===== config.mk =====
export PLATFORM = sky130hd
export DESIGN_NAME = mem_arbiter
export DESIGN_NICKNAME = d
export VERILOG_FILES = /design/src/rtl/mem_arbiter.sv
export SDC_FILE = /design/constraint.sdc
export NUM_CORES = 1
export LEC_CHECK = 0
export CAP_MARGIN = 20
export CORE_UTILIZATION = 40
export DETAILED_ROUTE_END_ITERATION = 12
export PLACE_DENSITY = 0.72
export SLEW_MARGIN = 40
export SYNTH_ARGS = -nofsm -noshare
export SYNTH_HDL_FRONTEND = slang
export SYNTH_SLANG_ARGS = --single-unit

===== constraint.sdc =====
create_clock -name clk -period 2.1 [get_ports clk]
set_input_delay 0.42 -clock clk [delete_from_list [all_inputs] [get_ports clk]]
set_output_delay 0.42 -clock clk [all_outputs]
set_load 0.02 [all_outputs]

===== src/rtl/mem_arbiter.sv =====
// Two-port round-robin arbiter in front of the memory_controller CPU interface.
// One transfer in flight at a time; a per-transfer timeout ends transfers the
// controller never answers, and those are acked with an error flag.
module mem_arbiter #(
  parameter int DATA_WIDTH = 8,
  parameter int ADDR_WIDTH = 16,
  parameter int TIMEOUT    = 15
) (
  input  logic                  clk,
  input  logic                  reset,
  input  logic                  p0_req,
  input  logic                  p0_we,
  input  logic [ADDR_WIDTH-1:0] p0_addr,
  input  logic [DATA_WIDTH-1:0] p0_wdata,
  output logic                  p0_ack,
  output logic                  p0_err,
  output logic [DATA_WIDTH-1:0] p0_rdata,
  input  logic                  p1_req,
  input  logic                  p1_we,
  input  logic [ADDR_WIDTH-1:0] p1_addr,
  input  logic [DATA_WIDTH-1:0] p1_wdata,
  output logic                  p1_ack,
  output logic                  p1_err,
  output logic [DATA_WIDTH-1:0] p1_rdata,
  output logic [ADDR_WIDTH-1:0] mc_addr,
  output logic [DATA_WIDTH-1:0] mc_write_data,
  output logic                  mc_read_en,
  output logic                  mc_write_en,
  input  logic                  mc_ready,
  input  logic [DATA_WIDTH-1:0] mc_read_data
);

  typedef struct packed {
    logic                  we;
    logic [ADDR_WIDTH-1:0] addr;
    logic [DATA_WIDTH-1:0] wdata;
  } xfer_t;

  typedef enum logic [1:0] {IDLE, BUSY, CAPTURE, DONE} state_t;

  // Last BUSY cycle before the timeout fires (counter is 8 bits wide).
  localparam logic [7:0] CNT_LAST = 8'(TIMEOUT - 1);

  state_t                state, state_nxt;
  xfer_t                 xfer_q, grant_xfer;
  logic                  sel_q, last_grant_q, err_q;
  logic                  any_req, grant_sel, timeout_hit;
  logic [7:0]            cnt_q;
  logic [DATA_WIDTH-1:0] rdata0_q, rdata1_q;

  // Round-robin pick: a tie goes to the port that did not win last time.
  always_comb begin
    any_req   = p0_req | p1_req;
    grant_sel = 1'b0;
    if (p0_req && p1_req) grant_sel = ~last_grant_q;
    else                  grant_sel = p1_req;
    grant_xfer = grant_sel ? {p1_we, p1_addr, p1_wdata} : {p0_we, p0_addr, p0_wdata};
  end

  // A ready in the final counted cycle still wins over the timeout.
  assign timeout_hit = (cnt_q == CNT_LAST) && !mc_ready;

  // State register.
  always_ff @(posedge clk or posedge reset) begin
    if (reset) state <= IDLE;
    else       state <= state_nxt;
  end

  // Next-state logic.
  always_comb begin
    state_nxt = state;
    case (state)
      IDLE:    if (any_req) state_nxt = BUSY;
      BUSY: begin
        if (mc_ready)         state_nxt = xfer_q.we ? DONE : CAPTURE;
        else if (timeout_hit) state_nxt = DONE;
      end
      CAPTURE: state_nxt = DONE;
      DONE:    state_nxt = IDLE;
      default: state_nxt = IDLE;
    endcase
  end

  // Transfer latch, timeout counter, read-data capture and grant history.
  always_ff @(posedge clk or posedge reset) begin
    if (reset) begin
      sel_q        <= 1'b0;
      last_grant_q <= 1'b1;
      err_q        <= 1'b0;
      cnt_q        <= '0;
      xfer_q       <= '0;
      rdata0_q     <= '0;
      rdata1_q     <= '0;
    end else begin
      case (state)
        IDLE: begin
          if (any_req) begin
            sel_q  <= grant_sel;
            xfer_q <= grant_xfer;
            err_q  <= 1'b0;
          end
        end
        BUSY: begin
          cnt_q <= cnt_q + 8'd1;
          if (timeout_hit) begin
            err_q <= 1'b1;
            // A timed-out read returns zero to its port.
            if (!xfer_q.we) begin
              if (sel_q) rdata1_q <= '0;
              else       rdata0_q <= '0;
            end
          end
        end
        CAPTURE: begin
          if (sel_q) rdata1_q <= mc_read_data;
          else       rdata0_q <= mc_read_data;
        end
        DONE: begin
          last_grant_q <= sel_q;
          cnt_q        <= '0;
        end
        default: ;
      endcase
    end
  end

  assign mc_addr       = xfer_q.addr;
  assign mc_write_data = xfer_q.wdata;
  assign mc_write_en   = (state == BUSY) &&  xfer_q.we;
  assign mc_read_en    = (state == BUSY) && !xfer_q.we;

  assign p0_ack   = (state == DONE) && !sel_q;
  assign p1_ack   = (state == DONE) &&  sel_q;
  assign p0_err   = p0_ack && err_q;
  assign p1_err   = p1_ack && err_q;
  assign p0_rdata = rdata0_q;
  assign p1_rdata = rdata1_q;

endmodule


Word-level counts from Yosys, hierarchy flattened
Index checks and enable logic that the tools add are counted.
W data, S select, Z words.
{"block": "word_totals", "register_bits": 54, "inputBits": 63, "word_cells": 66}
{"block": "op_classes", "n_addsub": 1, "eq_ne": 12, "muxes": 21, "bitwise": 2, "n_reduce_logical": 20}
{"op": "$mux W8", "count": 8}
{"op": "$pmux W8 S2", "count": 3}
{"op": "$mux W25", "count": 1}
{"op": "$ne A2 B2 Y1 const B", "count": 7}
{"op": "$reduce_and A5 Y1", "count": 2}
{"op": "$add A8 B1 Y8 const B", "count": 1}
{"op": "$eq A8 B4 Y1 const B", "count": 1}
{"op": "$logic_and A1 B1 Y1", "count": 8}
{"op": "$pmux W2 S4", "count": 1}
{"op": "$mux W2", "count": 3}
{"op": "$reduce_bool A2 Y1", "count": 3}
{"op": "$eq A2 B2 Y1 const B", "count": 2}
{"op": "$mux W1", "count": 4}
{"op": "$reduce_and A2 Y1", "count": 2}
{"op": "$logic_not A1 Y1", "count": 3}
{"op": "$ne A3 B3 Y1 const B", "count": 1}
{"op": "$reduce_and A3 Y1", "count": 1}
{"op": "$eq A2 B1 Y1 const B", "count": 1}
{"op": "$logic_not A2 Y1", "count": 1}
{"op": "$pmux W1 S2", "count": 1}
{"op": "$not A1 Y1", "count": 1}
{"op": "$or A1 B1 Y1", "count": 1}

Logic depth before layout (Yosys ltp)
Gate-level depths: netlist of the first run.
{"block": "logic_depth", "depth_word": 5, "depth_mapped": 9, "ltp_nobuf": 6}

Worst setup path after synthesis of the first run
OpenSTA, ideal clock, no wires.
{"block": "synth_path", "path_type": "register -> register", "startpoint": "register state[1]", "endpoint": "register rdata0_q[1], in the netlist p0_rdata[1]", "arrival_time_ns": 1.647, "required_ns": 1.974, "slack_ns": 0.327, "stages_incl_launch_ff": 9, "path_buffers": 2, "cell_sequence": "dfrtp_1 inv_1 ha_1 buf_6 nand2_2 nand2b_1 buf_4 a221o_2 a221o_1"}
{"block": "synth_between", "elab_chain_cells": 3}
{"element": "from (decl)", "line": "44", "text": "state_t state, state_nxt;"}
{"element": "from (signal assigned)", "line": "66", "text": "else state <= state_nxt;"}
{"element": "$eq A2 B2 Y1 or $eq A2 B1 Y1 (tied branches)", "line": "95", "text": "case (state)"}
{"element": "$ne A2 B2 Y1 (no source line) or $reduce_bool A2 Y1 (tied branches)"}
{"element": "$reduce_and A5 Y1 (no source line)"}
{"element": "to (signal assigned)", "line": "116", "text": "else rdata0_q <= mc_read_data;"}
{"element": "to (decl)", "line": "49", "text": "logic [DATA_WIDTH-1:0] rdata0_q, rdata1_q;"}
Parallel ways exist; a longest one is shown, timed or not.
A chain may end at the register's enable or synchronous reset.

Final worst setup path of the first run
{"block": "layout_path", "startpoint": "register state[1]", "endpoint": "output p0_err"}
{"block": "layout_between", "elab_chain_cells": 3}
{"element": "$eq A2 B2 Y1", "line": "132", "text": "assign p0_ack = (state == DONE) && !sel_q;"}
{"element": "$logic_and A1 B1 Y1", "line": "132"}
{"element": "$logic_and A1 B1 Y1", "line": "134", "text": "assign p0_err = p0_ack && err_q;"}
{"element": "to (decl)", "line": "16", "text": "output logic p0_err,"}
Every way passes these cells.

==> results.toml, run 1 <==
[critical_path]
r2r-start = "state[1]$_DFFE_PP0P_"
cp_max_fo = 5
critPathCaptureType = "output port"
r2r_setup_slack_ns = 0.16
required_ns = 1.68
worst_setup_path_start_kind = "flop"
r2r-end = "p0_rdata[6]$_DFFE_PP0P_"
r2r_cells = 6
worst-setup-path-type = "reg -> out"
worstPathArrival_ns = 1.56

[final_layout]
area_growth_pct = 35.8
num-fill-cells = 670
final_area_sq_um = 4360
fin_nets = 472
layout-drive-gt1-share_pct = 11.9
fin_util_pct = 56.4
multi_input_area_sq_um = 1530
diodes = 0
stdcell_count = 505
seq_area_sq_um = 1350

[die]
rows = 32
fp.coreArea_sq_um = 7730
die_area_sq_um = 8390
initial_core_util_pct = 41.5
dieHeight_um = 91.6
num_io_pins = 109
die_w_um = 91.6

[grt]
grt_pass1_vias = 2630
gr-usage-all-layers_pct = 18.4
gr-total-overflow = 0
grt_max_degree = 51
grt_pass1_wl_um = 12300
grt_antenna_before_repair = 0

[synth]
ys_ff_latch = 54
synth-edff-count = 0
syn_avg_cell_area_sq_um = 10.0
netlist_area_sq_um = 3210
synth_ff_type = "dfrtp_1"
syn-num-nets = 391
ys_warn_count = 0
ys_seq_area_share_pct = 42.1
synthCells = 321
synth_cell_type_count = 47
async_flop_share_pct = 100

[hold_path]
hold_path.class = "in -> async"

[clock_tree]
clk_pin_slew_worst_paths_ns = 0.11
cts_tree = "built"
cts_setup_buffers = 0
clk_latency_ns = 0.31
clk_path_buf_depth = 2
htreeDepth = 2
numCtsBuffers = 5
clock-sinks = 54
cts_root_buf = "clkbuf_8"

[place]
portBuffers = 108
hpwl_um = 5420
routabilityCongestion = 0.793
dp.cells = 497
place_area_sq_um = 4260

[detailed_routing]
viasPerCell = 5.13
routed_wl_um = 7160
drtPass1Iterations = 4
drc_errors = 0
vias = 2592
drtAntennaViolNets = 0
drt_iter0_markers = 60
wl_per_cell_um = 14.2

[power_and_ir_drop]
sw_frac_of_total_pct = 40.3
ir_worst_vdd_v = 0.000531
seqPwrFrac_pct = 30.9
switching_power_mw = 2.42
share_comb_of_total_power_pct = 57.2
p_clk_share_pct = 12.0
internal-power_mw = 3.58
p_per_area_nw_per_um2 = 1370
finalPower_mw = 5.99
p_leak_nw = 1.91

[sta]
maxSlewHeadroom_pct = 70.0
fin_crit_sh_pct = 94.2
hold_viol_final = 0
tightest_slew_ns = 0.450
max_freq_mhz = 505
finalSetupViolations = 0
clock_skew_ns = 0.00999
setup_total_negative_slack_ns = 0
finalCriticalPeriod_ns = 1.98
rsz0062_at_grt = "false"
maxSlewViolCount = 0

[run_status]
status = "finished, final reports clean"

[job]
drv_cap = 0
-- cell usage after synthesis, drive strengths merged (2+ instances only) --
| master | instances | area share [%] |
|---|---|---|
| xor2 | 6 | 1.6 |
| nor4 | 2 | 1.3 |
| a22o | 2 | 0.55 |
| clkbuf | 7 | 0.82 |
| a221o | 14 | 4.6 |
| nor3b | 14 | 3.3 |
| nand4 | 4 | 0.78 |
| o211ai | 2 | 0.47 |
| dfrtp | 53 | 41 |
| a221oi | 7 | 1.9 |
| buf | 39 | 9.3 |
| mux2i | 25 | 7.8 |
| and2b | 7 | 1.9 |
| and2 | 3 | 0.58 |
| nand2 | 41 | 4.9 |
| inv | 8 | 0.94 |
| ha | 7 | 2.7 |
| nor2 | 12 | 1.5 |
| nor2b | 2 | 0.39 |
| and3 | 5 | 1.0 |
| mux2 | 2 | 0.70 |
| o21ai | 35 | 5.5 |
| a21o | 8 | 1.9 |
| a21oi | 2 | 0.31 |
-- registers in the layout, summed over array words and instances (netlist names) --
name and cells:
cnt_q 8, xfer_q 1, p1_rdata 8, p0_rdata 8
mc_addr 16, sel_q 1, state 2, err_q 1
mc_write_data 8, last_grant_q 1
-- cells by family after synthesis --
kind of cell    after synthesis  synth area share [%]
compound gates               77                  16.9
fa+ha+maj                     7                  2.73
buf+inv                      54                  11.0
simple gates                 95                  16.8
xor+xnor                      7                  1.91
mux                          27                  8.50
flops                        54                  42.1
-- worst max-delay path, stage by stage (launching register included) --
cell and delay, ns:
dfrtp_1 0.44, ha_1 0.24, nor2b_1 0.15, and2_1 0.16, clkdlybuf4s15_1 0.28
-- metrics by stage --
step | setup WS (ns) | hold WS, ns
detailed placement | 0.0475 | 0.469
global placement | 0.0844 | 0.460
finish | 0.121 | 0.421
CTS | 0.0233 | 0.435
floorplan | 0.327 | 0.451
global route | 0.0102 | 0.439
-- how the worst max path moves through the flow --
| stage | to | startpoint | slack [ns] | cells after the start |
|---|---|---|---|---|
| 4_1_cts | mc_read_en | state[1]$_DFFE_PP0P_ | 0.02 | 5 |
| 2_1_floorplan | p0_rdata[1]$_DFFE_PP0P_ | state[1]$_DFFE_PP0P_ | 0.33 | 8 |
| 3_5_place_dp | mc_read_en | state[1]$_DFFE_PP0P_ | 0.05 | 5 |
| 5_1_grt | p0_err | state[1]$_DFFE_PP0P_ | 0.01 | 4 |
| 6_report | p0_err | state[1]$_DFFE_PP0P_ | 0.12 | 4 |
| 3_3_place_gp | mc_read_en | state[1]$_DFFE_PP0P_ | 0.08 | 5 |
-- metal layers --
layer	wire length (um)	global-route usage [%]	vias up	part of all wire, %
li1	-	-	1271	-
met1	3040	22.9	1212	42
met2	3400	29.8	101	47
met3	636	6.62	8	8.9
met4	78	5.82	0	1.1
met5	0	0	-	0
-- cell type report --
type / instances / area share, %
sequential: 54 / 31.0
tap: 102 / 2.93
inverter: 8 / 0.689
clock buffer: 5 / 1.58
clock inverter: 3 / 1.00
timing repair buffer: 120 / 27.7
multi-input combinational: 213 / 35.1
-- layout by cell type, fill, tap and decap left out, types with 3 or more instances in the layout --
master / n
buf_4: 8
xor2_1: 6
and2_1: 3
mux2i_1: 25
inv_1: 7
a221oi_1: 7
nor2_1: 11
and3_1: 4
nand4_1: 4
dfrtp_1: 53
a221o_2: 5
nand2_1: 40
a221o_1: 9
buf_12: 4
dlygate4sd2_1: 3
a21o_1: 8
clkbuf_8: 5
and2b_2: 6
nor3b_1: 14
clkdlybuf4s50_1: 102
ha_1: 6
o21ai_0: 34
-- what timing repair did --
| action | CTS | global route |
|---|---|---|
| endpoints found under the setup margin | 6 | 3 |
| resized for setup | 7 | 5 |
| pin swaps | 0 | 0 |
| hold buffers | 0 | 0 |
-- power by group through the flow --
stage	Combinational (mW)	Clock (mW)	Sequential, mW
finish	3.43	0.717	1.85
global route	3.75	0.774	1.93
CTS	3.46	0.734	1.86
detailed placement	3.47	0	1.87
global placement	3.39	0	1.85
floorplan	2.36	0	1.93
Note: power is estimated with default switching activity, not from simulation.
==> run 2, diff against run 1 <==
- SLEW_MARGIN: 40 -> 15
==> results of run 2 <==
Same layout as run 1: the final DEF is identical, and so are final timing and power.
==> run 3, diff against run 2 <==
- DONT_BUFFER_PORTS: unset -> 1
- PLACE_DENSITY: 0.72 -> unset
==> results.toml, run 3 (synthesized netlist as in run 1, its figures left out) <==
[clock_tree]
clk_path_buf_depth = 2
clk_latency_ns = 0.30
clock-sinks = 54
cts_tree = "built"
numCtsBuffers = 5
cts_root_buf = "clkbuf_8"
clk_pin_slew_worst_paths_ns = 0.09
htreeDepth = 2

[final_layout]
final_common_cell = "dfrtp_1"
final_area_sq_um = 3280
area_growth_pct = 2.18
layout-drive-gt1-share_pct = 17.0
largest_reg_flops = 16
diodes = 0
layout_common_cells = "53 x dfrtp_1, 40 x nand2_1, 34 x o21ai_0"
fin_nets = 369
fin_util_pct = 42.5

[place]
portBuffers = 0
hpwl_um = 4910
place_area_sq_um = 3190
routabilityCongestion = 0.792

[power_and_ir_drop]
p_per_area_nw_per_um2 = 1540
ir_worst_vdd_v = 0.000673
p_leak_nw = 1.48
finalPower_mw = 5.06

[sta]
clock_skew_ns = 0.0101
hold_viol_final = 0
finalSetupViolations = 0
max_freq_mhz = 507
whs_ns = 0.00840
maxSlewHeadroom_pct = 68.3
maxSlewViolCount = 0
setup_total_negative_slack_ns = 0
tightest_slew_ns = 0.475
fin_crit_sh_pct = 93.9
finalCriticalPeriod_ns = 1.97
rsz0062_at_grt = "false"

[die]
initial_core_util_pct = 41.5
fp.coreArea_sq_um = 7730
dieHeight_um = 91.6
num_io_pins = 109
rows = 32
die_area_sq_um = 8390
die_w_um = 91.6

[grt]
grt_max_degree = 34
gr-total-overflow = 0
grt_pass1_vias = 2204
grt_antenna_before_repair = 0
grt_pass1_wl_um = 11000
gr-usage-all-layers_pct = 16.7

[run_status]
status = "finished, final reports clean"

[job]
drv_cap = 0

[critical_path]
r2r_cells = 6
worst-setup-path-type = "reg -> out"
required_ns = 1.68
worstPathArrival_ns = 1.55
critPathCaptureType = "output port"
r2r-end = "p0_rdata[2]$_DFFE_PP0P_"
cp_max_fo = 7
r2r-start = "state[1]$_DFFE_PP0P_"
crit_path_start = "state[1]$_DFFE_PP0P_"
worst_setup_path_start_kind = "flop"
r2r_setup_slack_ns = 0.20

[detailed_routing]
routed_wl_um = 6610
vias = 2216
drc_errors = 0
viasPerCell = 5.51
wl_per_cell_um = 16.4
drtAntennaViolNets = 0
drtPass1Iterations = 4
drt_iter0_markers = 99

[hold_path]
hold_path.class = "in -> async"
==> run 3: cell count changes in the layout (fill, tap and decap cells not counted), moves of 2 or more <==
cell and change:
buf_12 -2, buf_4 +7, clkbuf_2 -2, clkdlybuf4s50_1 -102, dlygate4sd2_1 -3
==> run 3: worst max-delay path: stages (launching register included) <==
cell and delay [ns]:
dfrtp_1 0.39, inv_1 0.11, ha_2 0.26, inv_1 0.14, nor2_1 0.18, buf_4 0.17
==> run 3: per-stage QoR <==
step	instances	setup slack, ns
floorplan	321	0.327
global placement	394	0.207
detailed placement	394	0.156
CTS	402	0.0638
global route	402	0.0140
finish	402	0.129
==> run 3: worst max-delay path by stage <==
| stage | to | slack (ns) | cells after the start |
|---|---|---|---|
| after floorplan | p0_rdata[1]$_DFFE_PP0P_ | 0.33 | 8 |
| after global placement | p1_rdata[5]$_DFFE_PP0P_ | 0.21 | 5 |
| after detailed placement | p0_rdata[2]$_DFFE_PP0P_ | 0.16 | 6 |
| after CTS | mc_read_en | 0.06 | 5 |
| after global routing | mc_read_en | 0.01 | 5 |
| final | mc_read_en | 0.13 | 5 |
==> run 3: timing repair <==
item / in CTS / in global routing
resized for setup: 0 / 2
hold buffers: 0 / 0
endpoints found under the setup margin: 0 / 1
buffers inserted: 0 / 0
==> run 3: report_power, final <==
| group | switching (mW) | internal (mW) | leakage [nW] |
|---|---|---|---|
| Clock | 0.343 | 0.236 | 0.0452 |
| Sequential | 0.841 | 1.49 | 0.649 |
| Combinational | 1.10 | 1.05 | 0.781 |
| Total | 2.28 | 2.77 | 1.48 |
==> run 3: cell type report <==
class / instances / area (sq um)
clock buffers: 6 / 72.6
clock inverters: 2 / 13.8
fillers: 729 / 4450
inverters: 8 / 30.0
multi-input cells: 213 / 1530
flip-flops and latches: 54 / 1350
well taps: 102 / 128
repair buffers: 17 / 153
==> run 3: per-layer routing <==
layer	track usage (%)	wire [um]	vias up
met4	5.29	60	0
met5	0	0	-
met3	5.70	545	5
met2	27.9	3190	90
met1	20.0	2820	1052
li1	-	-	1069
